## src/rtl/knob_quantizer.sv

```systemverilog
// knob_quantizer: turns raw potentiometer readings into discrete control levels.
// A sample strobe snapshots all channels. The channels are then scanned one per
// clock. Each channel's level only moves once its candidate has cleared the
// hysteresis margin and has stayed the same for STABLE_SAMPLES strobes in a row.
//
// Ports:
//   clk            board clock
//   reset          synchronous, active-high
//   user_input     NCH x IN_W raw values, channel i at [i*IN_W +: IN_W]
//   sample_valid   one-cycle strobe: new values on all channels
//   level          NCH x OUT_W committed levels, channel i at [i*OUT_W +: OUT_W]
//   level_changed  one-cycle pulse per channel when its level commits
//   busy           scan in progress
//   overrun        one-cycle pulse after a strobe that arrived while busy
module knob_quantizer #(
  parameter int NCH            = 4,
  parameter int IN_W           = 10,
  parameter int LEVELS         = 5,
  parameter int OUT_W          = 4,
  parameter int HYST           = 8,
  parameter int STABLE_SAMPLES = 3
) (
  input  logic                  clk,
  input  logic                  reset,
  input  logic [NCH*IN_W-1:0]   user_input,
  input  logic                  sample_valid,
  output logic [NCH*OUT_W-1:0]  level,
  output logic [NCH-1:0]        level_changed,
  output logic                  busy,
  output logic                  overrun
);

  localparam int CH_W = (NCH > 1) ? $clog2(NCH) : 1;
  localparam int PW   = IN_W + OUT_W + 1;
  localparam logic [IN_W:0]    XMAX   = (IN_W+1)'((1 << IN_W) - 1);
  localparam logic [IN_W:0]    HYST_W = (IN_W+1)'(HYST);
  localparam logic [PW-1:0]    LV     = PW'(LEVELS);
  localparam logic [OUT_W:0]   LMAX   = (OUT_W+1)'(LEVELS - 1);
  localparam logic [CH_W-1:0]  LAST   = CH_W'(NCH - 1);
  localparam logic [8:0]       SS     = 9'(STABLE_SAMPLES);

  typedef enum logic {IDLE, SCAN} state_t;

  state_t                      state;
  logic [CH_W-1:0]             ch;
  logic [NCH-1:0][IN_W-1:0]    snap;
  logic [NCH-1:0][OUT_W-1:0]   cur, pend;
  logic [NCH-1:0][7:0]         cnt;

  assign level = cur;

  // Shared evaluator for the channel currently under scan.
  logic [IN_W-1:0]  x;
  logic [IN_W:0]    x_lo, x_hi;
  logic [PW-1:0]    p_up, p_dn;
  logic [OUT_W:0]   q_up, q_dn;
  logic [OUT_W-1:0] up, dn, tgt, cur_c, pend_c, nxt_cur, nxt_pend;
  logic [7:0]       cnt_c, nxt_cnt;
  logic             commit;

  always_comb begin
    x      = snap[ch];
    cur_c  = cur[ch];
    pend_c = pend[ch];
    cnt_c  = cnt[ch];

    // Saturating offsets keep the thresholds inside the ADC range.
    x_lo = ({1'b0, x} >= HYST_W) ? ({1'b0, x} - HYST_W) : '0;
    x_hi = {1'b0, x} + HYST_W;
    if (x_hi > XMAX) x_hi = XMAX;

    p_up = PW'(x_lo) * LV;
    p_dn = PW'(x_hi) * LV;
    q_up = p_up[PW-1:IN_W];
    q_dn = p_dn[PW-1:IN_W];
    up   = (q_up > LMAX) ? LMAX[OUT_W-1:0] : q_up[OUT_W-1:0];
    dn   = (q_dn > LMAX) ? LMAX[OUT_W-1:0] : q_dn[OUT_W-1:0];

    // Going up needs the reading to exceed a boundary by HYST.
    // Going down needs it to fall below a boundary by HYST.
    if (up > cur_c)      tgt = up;
    else if (dn < cur_c) tgt = dn;
    else                 tgt = cur_c;

    nxt_cur  = cur_c;
    nxt_pend = pend_c;
    nxt_cnt  = cnt_c;
    commit   = 1'b0;
    if (tgt == cur_c) begin
      nxt_cnt = '0;
    end else if (tgt == pend_c) begin
      if ({1'b0, cnt_c} + 9'd1 == SS) begin
        nxt_cur = tgt;
        nxt_cnt = '0;
        commit  = 1'b1;
      end else begin
        nxt_cnt = cnt_c + 8'd1;
      end
    end else begin
      nxt_pend = tgt;
      if (STABLE_SAMPLES == 1) begin
        nxt_cur = tgt;
        nxt_cnt = '0;
        commit  = 1'b1;
      end else begin
        nxt_cnt = 8'd1;
      end
    end
  end

  always_ff @(posedge clk) begin
    if (reset) begin
      state         <= IDLE;
      ch            <= '0;
      snap          <= '0;
      cur           <= '0;
      pend          <= '0;
      cnt           <= '0;
      level_changed <= '0;
      busy          <= 1'b0;
      overrun       <= 1'b0;
    end else begin
      level_changed <= '0;
      // A strobe during a scan is dropped. It only raises overrun.
      overrun       <= sample_valid & busy;
      case (state)
        IDLE: begin
          if (sample_valid) begin
            snap  <= user_input;
            ch    <= '0;
            busy  <= 1'b1;
            state <= SCAN;
          end
        end
        SCAN: begin
          cur[ch]           <= nxt_cur;
          pend[ch]          <= nxt_pend;
          cnt[ch]           <= nxt_cnt;
          level_changed[ch] <= commit;
          if (ch == LAST) begin
            busy  <= 1'b0;
            state <= IDLE;
          end else begin
            ch <= ch + CH_W'(1);
          end
        end
        default: state <= IDLE;
      endcase
    end
  end

endmodule

```

## config.mk

```make
export PLATFORM = sky130hd
export DESIGN_NAME = knob_quantizer
export DESIGN_NICKNAME = d
export VERILOG_FILES = /design/src/rtl/knob_quantizer.sv
export SDC_FILE = /design/constraint.sdc
export NUM_CORES = 1
export LEC_CHECK = 0
export BUFFER_PORTS_ARGS = -buffer_cell sky130_fd_sc_hd__buf_2
export CAP_MARGIN = 20
export CORE_MARGIN = 1
export CORE_UTILIZATION = 26
export DETAILED_ROUTE_END_ITERATION = 6
export SYNTH_ARGS = -nofsm -noshare
export SYNTH_HDL_FRONTEND = slang
export SYNTH_SLANG_ARGS = --single-unit
```

## constraint.sdc

```tcl
create_clock -name clk -period 9.6 [get_ports clk]
set_input_delay 1.44 -clock clk [delete_from_list [all_inputs] [get_ports clk]]
set_output_delay 1.44 -clock clk [all_outputs]
set_load 0.02 [all_outputs]
```

; Yosys cells after proc, flatten, opt, wreduce, memory -nomap -nowiden
; Cells that the tools add are included.
[word_totals]
regBits = 113
output_inout_bits = 22
elab_cells = 94
[classes]
add_sub_neg = 5
multipliers = 2
order_cmp = 8
eq_ne = 7
muxes = 43
bitwise_logic = 3
reduce_logical = 5
[op_table]
columns = op, n
row1 = 4-bit two-way mux, 12
row2 = 8-bit two-way mux, 5
row3 = 16-bit bitwise mux, 2
row4 = 32-bit bitwise mux, 1
row5 = 11-bit by 3-bit multiplier with 14-bit output (second input constant), 2
row6 = 11-bit two-way mux, 2
row7 = 10-bit binary-select mux with 2-bit select, 1
row8 = 4-bit binary-select mux with 2-bit select, 2
row9 = 8-bit binary-select mux with 2-bit select, 1
row10 = 8-bit demux with 2-bit select, 1
row11 = 10-bit by 4-bit adder with 11-bit output (second input constant), 1
row12 = 11-bit by 10-bit > comparator with 1-bit output (second input constant), 1
row13 = 10-bit by 4-bit subtractor with 11-bit output (second input constant), 1
row14 = 10-bit by 4-bit >= comparator with 1-bit output (second input constant), 1
row15 = 10-bit two-way mux, 1
row16 = 8-bit by 1-bit adder with 9-bit output (second input constant), 1
row17 = 9-bit by 2-bit == test with 1-bit output (second input constant), 1
row18 = 8-bit by 1-bit adder with 8-bit output (second input constant), 1
row19 = 4-bit demux with 2-bit select, 1
row20 = 4-bit == test, 2
row21 = 4-bit by 3-bit > comparator with 1-bit output (second input constant), 2
row22 = 1-bit two-way mux, 8
row23 = 2-bit AND reduction, 3
row24 = 4-bit AND, 1
row25 = 16 further kinds, 19

; Longest topological paths before layout
; Gate-level depths: netlist (run 1).
[logic_depth]
ltp_word = 15
mapped_depth = 34
depth_no_buf = 30

; Worst setup path before layout (run 1)
; OpenSTA, ideal clock, no wires.
[synth_path]
kind = reg2reg
startpoint = register ch[0]
endpoint = register cur, in the netlist level[1]
arrival_ns = 6.731
t_required_ns = 9.463
setup_slack_ns = 2.732
stages_incl_launch_ff = 32
period_less_slack_ns = 6.868
cell_sequence = dfxtp_1 -> buf_6 -> mux4_2 -> inv_1 -> ha_1 -> nand2_1 -> o22ai_1 -> nand2_1 -> nor2_1 -> a21boi_0 -> nor2_1 -> ha_1 -> ha_1 -> and3_1 -> a221oi_1 -> a21boi_0 -> and2_1 -> a21oi_1 -> inv_1 -> nor2_1 -> ha_1 -> nor2b_1 -> o21ai_0 -> nand2b_1 -> a21oi_1 -> a41o_1 -> clkbuf_1 -> o221ai_1 -> a211oi_2 -> nand4_4 -> mux2i_1 -> a211oi_1
[synth_via]
elab_chain_len = 15
[synth_lines]
columns = item, line
row1 = "start, declared", 45  ; logic [CH_W-1:0] ch;
row2 = "start signal, assigned", 144  ; ch <= ch + CH_W'(1);
row3 = 10-bit binary-select mux with 2-bit select, 62  ; x = snap[ch];
row4 = 10-bit two-way mux (not written as such), 62
row5 = 10-bit by 4-bit adder with 11-bit output, 69  ; x_hi = {1'b0, x} + HYST_W;
row6 = 11-bit by 10-bit > comparator with 1-bit output, 70  ; if (x_hi > XMAX) x_hi = XMAX;
row7 = 11-bit two-way mux, 70
row8 = 11-bit by 3-bit multiplier with 14-bit output, 73  ; p_dn = PW'(x_hi) * LV;
row9 = 4-bit by 3-bit > comparator with 1-bit output, 77  ; dn = (q_dn > LMAX) ? LMAX[OUT_W-1:0] : q_dn[OUT_W-1:0];
row10 = 4-bit two-way mux, 77
row11 = 4-bit < comparator, 82  ; else if (dn < cur_c) tgt = dn;
row12 = 4-bit two-way mux, 82
row13 = 4-bit two-way mux, 81  ; if (up > cur_c) tgt = up;
row14 = 4-bit == test / 4-bit two-way mux (equally long branches), "91, 92"
row15 = 4-bit two-way mux, 91  ; end else if (tgt == pend_c) begin
row16 = 4-bit two-way mux, 89  ; if (tgt == cur_c) begin
row17 = 16-bit bitwise mux *, 136  ; cur[ch] <= nxt_cur;
row18 = "end signal, assigned by index", 136
row19 = "end, declared", 47  ; logic [NCH-1:0][OUT_W-1:0] cur, pend;
; Every way passes the cells marked *; elsewhere a longest branch is shown, timed or not. The select of a mux whose other input is x is not followed.
; A chain may end at the register's enable or synchronous reset.

; Worst setup path in the final report (run 1)
[layout_path]
startpoint = register ch[0]
endpoint = register cnt[7] in the netlist's numbering
[layout_via]
elab_chain_len = 15
[layout_lines]
columns = item, line
row1 = 10-bit binary-select mux with 2-bit select, 62
row2 = 10-bit two-way mux (not written as such), 62
row3 = 10-bit by 4-bit adder with 11-bit output, 69
row4 = 11-bit by 10-bit > comparator with 1-bit output, 70
row5 = 11-bit two-way mux, 70
row6 = 11-bit by 3-bit multiplier with 14-bit output, 73
row7 = 4-bit by 3-bit > comparator with 1-bit output, 77
row8 = 4-bit two-way mux, 77
row9 = 4-bit < comparator, 82
row10 = 4-bit two-way mux, 82
row11 = 4-bit two-way mux, 81
row12 = 4-bit == test, 91
row13 = 8-bit two-way mux, 91
row14 = 8-bit two-way mux, 89
row15 = 32-bit bitwise mux *, 138  ; cnt[ch] <= nxt_cnt;
row16 = "end signal, assigned by index", 138
row17 = "end, declared", 48  ; logic [NCH-1:0][7:0] cnt;
; Marks and branches as above.

==> results.md, run 1 <==
* Setup TNS Final at 0 ps
* CTS tree: built
* Drt drc at 0
* Worst reg2reg path endpoint: cnt[7]$_SDFFE_PP0P_
* Avg Cell Area, Syn at 8.61 um2
* CTS Buf Count at 17
* Synth async-reset ratio at 0
* Die area at 26200 um2
* Layout cell share with drive strength beyond 1 at 0.174
* Layout Nets at 900
* Final Cell Area at 7800 um2
* Met2 wire length at 8270 um
* Clock Sink Count at 113
* Remaining antenna violation count at 0
* Max cap viols at 0
* WL final at 16700 um
* Hold-fix buffers at CTS at 0
* Port bufs at 64
* GRT overflow at 0
* Setup bufs post-CTS at 0
* Max-slew headroom at 0.319
* Mapped Cells at 771
* Crit-path max FO at 28
* Status: finished clean
* Yosys warns at 0
* Fin. Hold Viols at 0
* Register area share after synthesis at 0.341
* Number of global-route vias before repair at 5505
* Leak pwr at 3.04 nW
* Via count at 5643
* Worst setup margin at 991 ps
* Worst skew pair latency at 420 ps
* Die Y at 162 um
* Multi-input gate area at 4090 um2
* CP endpoint: cnt[7]$_SDFFE_PP0P_
* Pin slew with the least headroom to its limit at 1020 ps
* Final Skew at 9.87 ps
* Top Metal Used: met4
* Max Clock Freq at 0.116 GHz
* Root Buffer: clkbuf_16
* First-pass GRT wire length at 27900 um
* Ant. Diodes at 0
* Setup crit end kind: register
* Setup Crit Path Kind: register to register
* Final Setup Violations at 0
* FP Rows at 58
* Starting density of the core at 0.264
* Critical path origin: ch[0]$_SDFFE_PP0P_
* Most frequent cells in the layout: 140 x nand2_1, 112 x dfxtp_1, 80 x a21oi_1
* H-tree depth at 4
* Drt via density at 4.90
* Layout Cells excl Fill at 1151
* Critical path's slowest cell: and2_1
* Total power at 1.58 mW
* DRT met1 WL at 7650 um
* Storage element area at 2260 um2
* Final slew viol count at 0
* Core area at 25100 um2
* Period utilisation layout at 0.897
* Die width at 162 um
* Placed Cells incl. Taps at 1119
* Worst hold path type: register to register
* Worst reg2reg path depth at 28
* 1st-iter DRT viols at 299
* CP Data Arrival Time at 8960 ps
* Unique masters post-synth at 63
* RSZ-0062 raised after global routing: false
* Final worst path period need at 8610 ps
* Most common cell after layout, fill and taps aside: nand2_1
* Synth-to-layout area growth at 17.4%
* Startpoint Class: register
* GRT Util Overall at 0.132
* GPL Wtd Cong at 0.888
* R2R Setup Slk at 990 ps
* Seq cells post-synth at 113
* Maximum vdd drop at 0.000157 V
* First drt pass iteration count at 6
* CP required at 9950 ps
* Fillers at 2646
* Placed Instance Area at 7180 um2
* Largest net degree at the start of global routing at 87
* I/O pin total at 65
* EDFF count, synth at 0
* Routed len/inst at 14.5 um
* Reg clk slew, reported paths at 60 ps
* DP Worst Slack at 1110 ps
* Max clock buf depth at 2
* Max incr delay on CP at 870 ps
* Initial antenna violation count at 0
* Power per cell area at 202 nW/um2
* DR WL met3 at 536 um
* DP HPWL at 11500 um
* Primary FF master, synth: dfxtp_1
* Reg2reg start: ch[0]$_SDFFE_PP0P_
* Mapped Area at 6640 um2
* Post-cts resize count at 0
==> cells by family after synthesis <==
| kind of cell | Yosys count | synth area share |
|---|---|---|
| fa+ha+maj | 49 | 0.0923 |
| xor+xnor | 22 | 0.0301 |
| mux | 43 | 0.111 |
| buf+inv | 67 | 0.0458 |
| flops | 113 | 0.341 |
| other cells | 1 | 0.000565 |
| simple gates | 308 | 0.218 |
| compound gates | 168 | 0.161 |
==> layout make-up <==
class,instances,area share
multi-input combinational,594,0.524
sequential,113,0.290
clock inverter,14,0.0233
clock buffer,18,0.0563
inverter,12,0.00578
timing repair buffer,70,0.0472
tap,330,0.0530
==> stage by stage <==
| step | util | hold WS [ps] |
|---|---|---|
| floorplan | - | 429 |
| global placement | 0.286 | 436 |
| detailed placement | 0.286 | 445 |
| CTS | 0.311 | 452 |
| global route | 0.311 | 466 |
| finish | 0.311 | 449 |
==> worst min-delay path by stage <==
stage,startpoint,end,cells after the start
global placement,cnt[21]$_SDFFE_PP0P_,cnt[21]$_SDFFE_PP0P_,2
finish,busy$_SDFFE_PP0P_,overrun$_SDFF_PP0_,2
global route,cnt[15]$_SDFFE_PP0P_,cnt[15]$_SDFFE_PP0P_,2
CTS,busy$_SDFFE_PP0P_,overrun$_SDFF_PP0_,2
floorplan,cnt[18]$_SDFFE_PP0P_,cnt[18]$_SDFFE_PP0P_,2
detailed placement,cnt[5]$_SDFFE_PP0P_,cnt[5]$_SDFFE_PP0P_,2
==> sequential cells by signal, summed over array words and instances (netlist names) <==
register	count
overrun	1
snap	40
busy	1
pend	16
cnt	32
state	1
level	16
ch	2
level_changed	4
==> metal layers <==
layer,vias to the layer above,track usage
li1,2853,-
met1,2680,0.163
met2,92,0.226
met3,18,0.0335
met4,0,0.0416
met5,-,0
==> synth_stat cells, drive strengths merged (4+ instances only) <==
cell / n / area [um2]
a211oi: 35 / 268
a21o: 4 / 30.0
a21oi: 80 / 400
and2: 13 / 81.3
and3: 5 / 31.3
buf: 14 / 104
clkbuf: 41 / 155
dfxtp: 113 / 2260
ha: 49 / 613
inv: 12 / 45.0
mux2: 5 / 56.3
mux2i: 14 / 140
mux4: 24 / 541
nand2: 140 / 526
nand2b: 9 / 56.3
nand3: 11 / 60.1
nand3b: 7 / 52.6
nand4: 30 / 203
nor2: 60 / 225
nor2b: 6 / 37.5
nor3: 13 / 76.3
o21ai: 15 / 75.1
xnor2: 10 / 87.6
xor2: 12 / 113
==> power breakdown <==
part	internal (mW)	switching, mW	total, mW
combinational	0.150	0.274	0.424
clock	0.418	0.238	0.655
sequential	0.487	0.0126	0.500
==> critical path: cells and delay by family (launching register included) <==
family                   cells  cell delay (ps)
AO/OA/AOI/OAI               11             2960
adder cells (fa/ha/maj)      3              740
flip-flops                   1              530
buffers and inverters        2              590
multiplexers                 1              670
AND/OR/NAND/NOR             11             3060
(Power assumes the default switching activity.)
==> run 2, diff against run 1 <==
--- a/config.mk
+++ b/config.mk
@@ -8,7 +8,7 @@
 export BUFFER_PORTS_ARGS = -buffer_cell sky130_fd_sc_hd__buf_2
 export CAP_MARGIN = 20
 export CORE_MARGIN = 1
-export CORE_UTILIZATION = 26
+export CORE_UTILIZATION = 40
 export DETAILED_ROUTE_END_ITERATION = 6
 export SYNTH_ARGS = -nofsm -noshare
 export SYNTH_HDL_FRONTEND = slang
==> constraint.sdc (replaced) <==
create_clock -name clk -period 9.6 [get_ports clk]
set_input_delay 1.44 -clock clk [delete_from_list [all_inputs] [get_ports clk]]
set_output_delay 1.44 -clock clk [all_outputs]
set_load 0.005 [all_outputs]
==> results.md, run 2 (synthesized netlist as in run 1, its figures left out) <==
* Power per cell area at 209 nW/um2 (+3.3%)
* Port bufs at 64 (unchanged)
* Placed Cells incl. Taps at 1005 (-10%)
* GPL Wtd Cong at 0.889 (+0.15%)
* Ant. Diodes at 0 (unchanged)
* Number of global-route vias before repair at 5275 (-4.2%)
* CP required at 9950 ps (about the same)
* Worst hold path type: register to register
* Critical path origin: ch[0]$_SDFFE_PP0P_
* Routed len/inst at 15.7 um (+8.6%)
* Multi-input gate area at 4090 um2 (unchanged)
* Setup Crit Path Kind: register to register
* Layout Nets at 900 (unchanged)
* First-pass GRT wire length at 27000 um (-3.2%)
* Core area at 16100 um2 (-36%)
* Most frequent cells in the layout: 140 x nand2_1, 112 x dfxtp_1, 80 x a21oi_1
* Most common cell after layout, fill and taps aside: nand2_1
* Setup bufs post-CTS at 0 (unchanged)
* WL final at 16300 um (-2.2%)
* Worst setup margin at 1090 ps (+95.3 ps)
* Largest net degree at the start of global routing at 84 (-3.4%)
* Fin. Hold Viols at 0 (unchanged)
* Drt drc at 0 (unchanged)
* Max reg flops at 40 (unchanged)
* Setup crit end kind: register
* Reg2reg start: ch[0]$_SDFFE_PP0P_
* Period utilisation layout at 0.887 (-0.00993)
* GRT overflow at 0 (unchanged)
* Die Y at 131 um (-19%)
* Starting density of the core at 0.414 (+0.149)
* GRT Util Overall at 0.205 (+0.0729)
* Critical path's slowest cell: and2_1
* RSZ-0062 raised after global routing: false
* Final Skew at 20.4 ps (+10.6 ps)
* Die area at 17100 um2 (-35%)
* Total power at 1.61 mW (+1.7%)
* Max Clock Freq at 0.117 GHz (+1.1%)
* Hold slack at 444 ps (-5.13 ps)
* Finished Core Util at 0.478 (+0.168)
* CTS Buf Count at 17 (unchanged)
* Startpoint Class: register
* First drt pass iteration count at 4 (-2)
* H-tree depth at 4 (unchanged)
* Reg clk slew, reported paths at 50 ps (about the same)
* Via count at 5613 (-0.53%)
* Placed Instance Area at 7030 um2 (-2.0%)
* Drt via density at 5.41 (+10%)
* Post-cts resize count at 0 (unchanged)
* Root Buffer: clkbuf_16
* DP Worst Slack at 1180 ps (+66.4 ps)
* FP Rows at 46 (-21%)
* Storage element area at 2260 um2 (unchanged)
* Layout cell share with drive strength beyond 1 at 0.172 (-0.00244)
* DP HPWL at 11100 um (-3.5%)
* Worst skew pair latency at 420 ps (about the same)
* Final slew viol count at 0 (unchanged)
* Biggest regs: snap (40), cnt (32)
* Fillers at 1569 (-41%)
* Leak pwr at 3.07 nW (+1.0%)
* Synth-to-layout area growth at 15.6%
* Remaining antenna violation count at 0 (unchanged)
* I/O pin total at 65 (unchanged)
* Max cap viols at 0 (unchanged)
* 1st-iter DRT viols at 326 (+9.0%)
* Initial antenna violation count at 0 (unchanged)
* CP Data Arrival Time at 8860 ps (-100 ps)
* Status: finished clean
* Max-slew headroom at 0.328 (+0.00884)
* Most flop-heavy register: snap
* CTS tree: built
* Layout Cells excl Fill at 1037 (-9.9%)
* Final worst path period need at 8510 ps (-95.3 ps)
* Final Cell Area at 7680 um2 (-1.5%)
* Clock Sink Count at 113 (unchanged)
* Crit-path max FO at 28 (unchanged)
* Pin slew with the least headroom to its limit at 1010 ps (-13.3 ps)
* Final Setup Violations at 0 (unchanged)
* Setup TNS Final at 0 ps (unchanged)
* Max clock buf depth at 2 (unchanged)
* Maximum vdd drop at 0.000139 V (-11%)
* Max incr delay on CP at 900 ps (+30 ps)
* Hold Crit Start: busy$_SDFFE_PP0P_
* Die width at 131 um (-19%)
* Hold-fix buffers at CTS at 0 (unchanged)
==> run 2: cell count changes in the layout (fill, tap and decap cells not counted), sizes merged <==
cell | before | now
bufinv | 3 | 5
clkinv | 5 | 6
clkinvlp | 4 | 0
clkbuf | 18 | 21
inv | 14 | 12
==> run 2: final timing paths <==
kind         cells past startpoint  slack (ps)             endpoint
max reg2reg                     28        1090  cnt[2]$_SDFFE_PP0P_
min reg2reg                      2         440   overrun$_SDFF_PP0_
min                              2         440   overrun$_SDFF_PP0_
max                             28        1090  cnt[2]$_SDFFE_PP0P_
==> run 2: area by class of cell <==
class | instances | area share
Multi-Input combinational cell | 594 | 0.532
Sequential cell | 113 | 0.295
Clock buffer | 21 | 0.0600
Timing Repair Buffer | 70 | 0.0479
Tap cell | 216 | 0.0352
Clock inverter | 11 | 0.0240
Inverter | 12 | 0.00587
==> run 2: power breakdown <==
group	switching (mW)	internal, mW
clock	0.217	0.472
sequential	0.0131	0.488
combinational	0.268	0.149
total	0.498	1.11
==> run 2: layer usage <==
layer | wire length, um | vias to the layer above | global-route usage
met5 | 0 | - | 0
met4 | 158 | 0 | 0.0663
met3 | 604 | 12 | 0.0403
met2 | 7760 | 102 | 0.331
met1 | 7760 | 2645 | 0.276
li1 | - | 2854 | -
==> run 2: worst max-delay path: cells and delay by family (launching register included) <==
family / cells / cell delay (ps)
DFF: 1 / 540
AOI/OAI and AO/OA: 11 / 2890
muxes: 1 / 660
buffers and inverters: 2 / 600
and+or+nand+nor: 11 / 3010
adders and majority gates: 3 / 740
